[src/rtl/reverse_skew_buffer.sv]
// rtl/reverse_skew_buffer.sv - de-skews the diagonal output stream of an NxN systolic array
// Captures 2N-1 skewed write beats into an NxN matrix, then plays it out one aligned row per read.
module reverse_skew_buffer #(
   parameter int DATA_WIDTH = 32,
   parameter int ARRAY_SIZE = 4
) (
   input  logic                         clk,
   input  logic                         rst,
   input  logic                         enable,
   input  logic                         write,
   input  logic                         read,
   input  logic signed [DATA_WIDTH-1:0] data_in  [ARRAY_SIZE],
   output logic signed [DATA_WIDTH-1:0] data_out [ARRAY_SIZE]
);

   localparam int CW = $clog2(2*ARRAY_SIZE-1);
   localparam int PW = (ARRAY_SIZE > 1) ? $clog2(ARRAY_SIZE) : 1;
   localparam logic [CW-1:0] WR_LAST = CW'(2*ARRAY_SIZE-2);
   localparam logic [PW-1:0] RD_LAST = PW'(ARRAY_SIZE-1);

   logic signed [DATA_WIDTH-1:0] mem [ARRAY_SIZE][ARRAY_SIZE];
   logic [CW-1:0] wr_cnt;
   logic [PW-1:0] rd_ptr;
   logic          wr_accept;

   assign wr_accept = write & enable;

   always_ff @(posedge clk) begin
      if (rst) begin
         wr_cnt <= '0;
      end else if (wr_accept) begin
         wr_cnt <= (wr_cnt == WR_LAST) ? '0 : wr_cnt + 1'b1;
      end
   end

   // Element (r,j) sits on anti-diagonal r+j, so it is captured on exactly that beat.
   for (genvar r = 0; r < ARRAY_SIZE; r++) begin : g_row
      for (genvar j = 0; j < ARRAY_SIZE; j++) begin : g_col
         localparam logic [CW-1:0] DIAG = CW'(r + j);
         always_ff @(posedge clk) begin
            if (rst) begin
               mem[r][j] <= '0;
            end else if (wr_accept && wr_cnt == DIAG) begin
               mem[r][j] <= data_in[j];
            end
         end
      end
   end

   always_ff @(posedge clk) begin
      if (rst) begin
         rd_ptr <= '0;
         for (int j = 0; j < ARRAY_SIZE; j++) begin
            data_out[j] <= '0;
         end
      end else if (read) begin
         rd_ptr <= (rd_ptr == RD_LAST) ? '0 : rd_ptr + 1'b1;
         for (int j = 0; j < ARRAY_SIZE; j++) begin
            data_out[j] <= mem[rd_ptr][j];
         end
      end
   end

endmodule

[config.mk]
export PLATFORM = sky130hd
export DESIGN_NAME = reverse_skew_buffer
export DESIGN_NICKNAME = d
export VERILOG_FILES = /design/src/rtl/reverse_skew_buffer.sv
export SDC_FILE = /design/constraint.sdc
export NUM_CORES = 1
export LEC_CHECK = 0
export ABC_AREA = 0
export BUFFER_PORTS_ARGS = -buffer_cell sky130_fd_sc_hd__buf_2
export CORE_ASPECT_RATIO = 1.75
export CORE_MARGIN = 10
export CORE_UTILIZATION = 26
export CTS_CLUSTER_SIZE = 20
export DETAILED_ROUTE_END_ITERATION = 8
export SLEW_MARGIN = 20
export SYNTH_ARGS = -nofsm -noshare
export SYNTH_HDL_FRONTEND = slang
export SYNTH_SLANG_ARGS = --single-unit
[constraint.sdc]
create_clock -name clk -period 10.2 [get_ports clk]
set_input_delay 1.02 -clock clk [delete_from_list [all_inputs] [get_ports clk]]
set_output_delay 1.02 -clock clk [all_outputs]
set_load 0.1 [all_outputs]
==> out/summary.txt <==
DRC: 0
Post CTS Setup Buffer Count: 0
Synth Area per Inst: 15.7 µm²
Final Power: 0.00614 W
Period utilization: 36.5%
Status: finished, final reports clean
Worst hold margin: 0.488 ns
Relative slew slack: 27.2%
TritonCTS Buffers: 66
Top cell type by total area after synthesis: edfxtp_1
FMAX: 268 MHz
# resized after CTS: 0
Iter 0 DRT Violations: 953
Grt met1 use: 13.6%
Layout Nets: 2068
CTS tree: done
Minimum clock period: 3.72 ns
Worst path max stage delay: 0.92 ns
DIE WIDTH: 263 µm
Rows: 155
Crit path cell chain: inv_2, nor2_4, a21o_4, buf_4
Util after Layout: 31.0%
Final hold violation count: 0
Hold Crit Class: flop to flop
Vias/cell: 4.54
CP Capture Type: flop
Hold_buf cts: 0
Syn Nets: 1843
Routed vias: 15110
Bufs and invs on worst path: 2
H-tree levels: 3
R2R depth: 4
Worst-margin pin slew: 1.09 ns
Mapped cell area: 0.0268 mm²
Antenna violations before repair: 27
Synth top area share: 57.3%
GRT Total Usage: 12.5%
Fin Clk Skew: 0.0247 ns
Pre-antenna DRT Iters: 5
Max Root-Sink Buffers: 3
Largest net degree at the start of global routing: 88
Crit Path Class: flop to flop
Static Leakage: 12.5 nW
Detailed Place HPWL: 43300 µm
M3 GR Usage: 3.01%
First-pass GRT wire length: 109000 µm
Max IR drop VDD: 0.000146 V
Total of max-cap violations: 0
Sequential area share after synthesis: 67.2%
Boundary Pins: 261
Worst Path Required: 10.43 ns
Top_reg_cell synth: edfxtp_1
Async SR Flop Fraction: 0%
Layout cells sized above 1: 26.8%
Worst path slowest cell: buf_4
Delay-heaviest family, CP: buffers and inverters
Synth Register Bits: 645
Hold Path Depth: 2
Gp weighted congestion: 0.725
Critical R2R Launch: wr_cnt[2]
Critical Path AT: 3.96 ns
Placeable Area: 0.102 mm²
Initial Utilization: 26.2%
CTS sink count: 645
Worst-path fanout max: 60
Die area: 0.117 mm²
Yosys warnings: 0
Finish-stage setup viols: 0
Mapped Cells: 1708
GR Layer Usage met2: 23.0%
Worst reg2reg setup slack: 6.48 ns
Synth top cells by count: 512 x edfxtp_1, 385 x and2_1, 133 x dfxtp_1
Number of enable flip-flop cells after synthesis: 512
Wire length per cell: 22.1 µm
Die H: 445 µm
Pwr/cell area: 194 mW/mm²
Most common cell in the synthesized netlist: edfxtp_1
Placed Cells: 3198
CTS clk-pin slew, worst paths: 0.06 ns
RSZ-0062 raised after global routing: false
Ranking of synthesized cells by area: edfxtp_1 57%, mux4_2 11%, dfxtp_1 9.9%
Area Growth Syn to Fin: 18.1%
Final Max Tran Viols: 0
Grt ovf: 0
Root buf cell: clkbuf_16
IO buf count: 260
Worst-Skew Late Latency: 0.63 ns
Routed Antenna Nets: 0
HP Start: data_out[103]
CP Launch Type: flop
Count of different cell masters after synthesis: 33
Vias in the first global route: 16640
Fin cells: 3326
Worst setup startpoint: wr_cnt[2]
Crit. path cell count: 4
TNS Setup: 0 ns
Most used routing layer: met2
Final WL: 73700 µm
[state kept, by name (all words and copies together) (netlist names)]
register  flops
mem         512
wr_cnt        3
data_out    128
rd_ptr        2
[layer usage]
layer | share of wire, % | vias up
li1 | - | 6755
met1 | 38 | 7774
met2 | 54 | 432
met3 | 5.8 | 127
met4 | 2.7 | 22
met5 | 0.17 | -
[layout make-up]
type | instances | area (µm²)
Inverter | 2 | 7.51
Multi-Input combinational cell | 932 | 8230
Fill cell | 9993 | 70500
Antenna cell | 8 | 20.0
Clock inverter | 23 | 270
Clock buffer | 96 | 1920
Timing Repair Buffer | 286 | 1520
Sequential cell | 645 | 18000
Tap cell | 1334 | 1670
[kinds of logic (layout without fill, tap and decap cells)]
| family | count (synthesis) | in the layout | share of synthesized area [%] |
|---|---|---|---|
| fa+ha+maj | 2 | 2 | 0.0933 |
| simple gates | 659 | 659 | 14.3 |
| buf+inv | 131 | 407 | 2.44 |
| flops | 645 | 645 | 67.2 |
| mux | 258 | 258 | 15.6 |
| other cells | 0 | 8 | 0 |
| compound gates | 13 | 13 | 0.364 |
[worst reg2reg max path: stages (launching register included)]
cell and delay, ns:
dfxtp_1 0.66, inv_2 0.22, nor2_4 0.85, a21o_4 0.62, buf_4 0.93
[stage by stage]
stage / instance area (µm²) / setup WS (ns)
6_report: 31700 / 6.48
5_1_grt: 31700 / 6.25
4_1_cts: 31600 / 6.38
3_5_place_dp: 29500 / 6.17
3_3_place_gp: 29400 / 6.22
2_1_floorplan: 26800 / 5.42
[worst paths after layout]
| kind | endpoint |
|---|---|
| setup / recovery | mem[3][77] |
| hold / removal | data_out[103] |
| setup reg to reg | mem[3][77] |
| hold reg to reg | data_out[103] |
[layout by cell type (no fill, tap or decap), types with 4 or more instances in the layout]
| cell | synthesis | layout |
|---|---|---|
| edfxtp_1 | 512 | 512 |
| and2_1 | 385 | 385 |
| buf_2 | 27 | 258 |
| nor2_1 | 132 | 131 |
| dfxtp_1 | 133 | 131 |
| mux2i_1 | 130 | 130 |
| and3_1 | 128 | 128 |
| mux4_2 | 128 | 128 |
| clkbuf_16 | 0 | 68 |
| buf_4 | 6 | 24 |
| clkbuf_1 | 62 | 17 |
| clkbuf_8 | 0 | 11 |
| diode_2 | 0 | 8 |
| inv_6 | 0 | 8 |
| clkinvlp_4 | 0 | 5 |
| nor3_4 | 2 | 4 |
| nand2_1 | 4 | 4 |
| bufinv_16 | 0 | 4 |
[power breakdown]
group | internal [W] | total [W] | switching, W
registers | 0.00295 | 0.00300 | 0.0000567
clock network | 0.00142 | 0.00246 | 0.00104
logic | 0.000189 | 0.000675 | 0.000486
total | 0.00456 | 0.00614 | 0.00159
No activity file was read; power rests on OpenSTA's default activity.
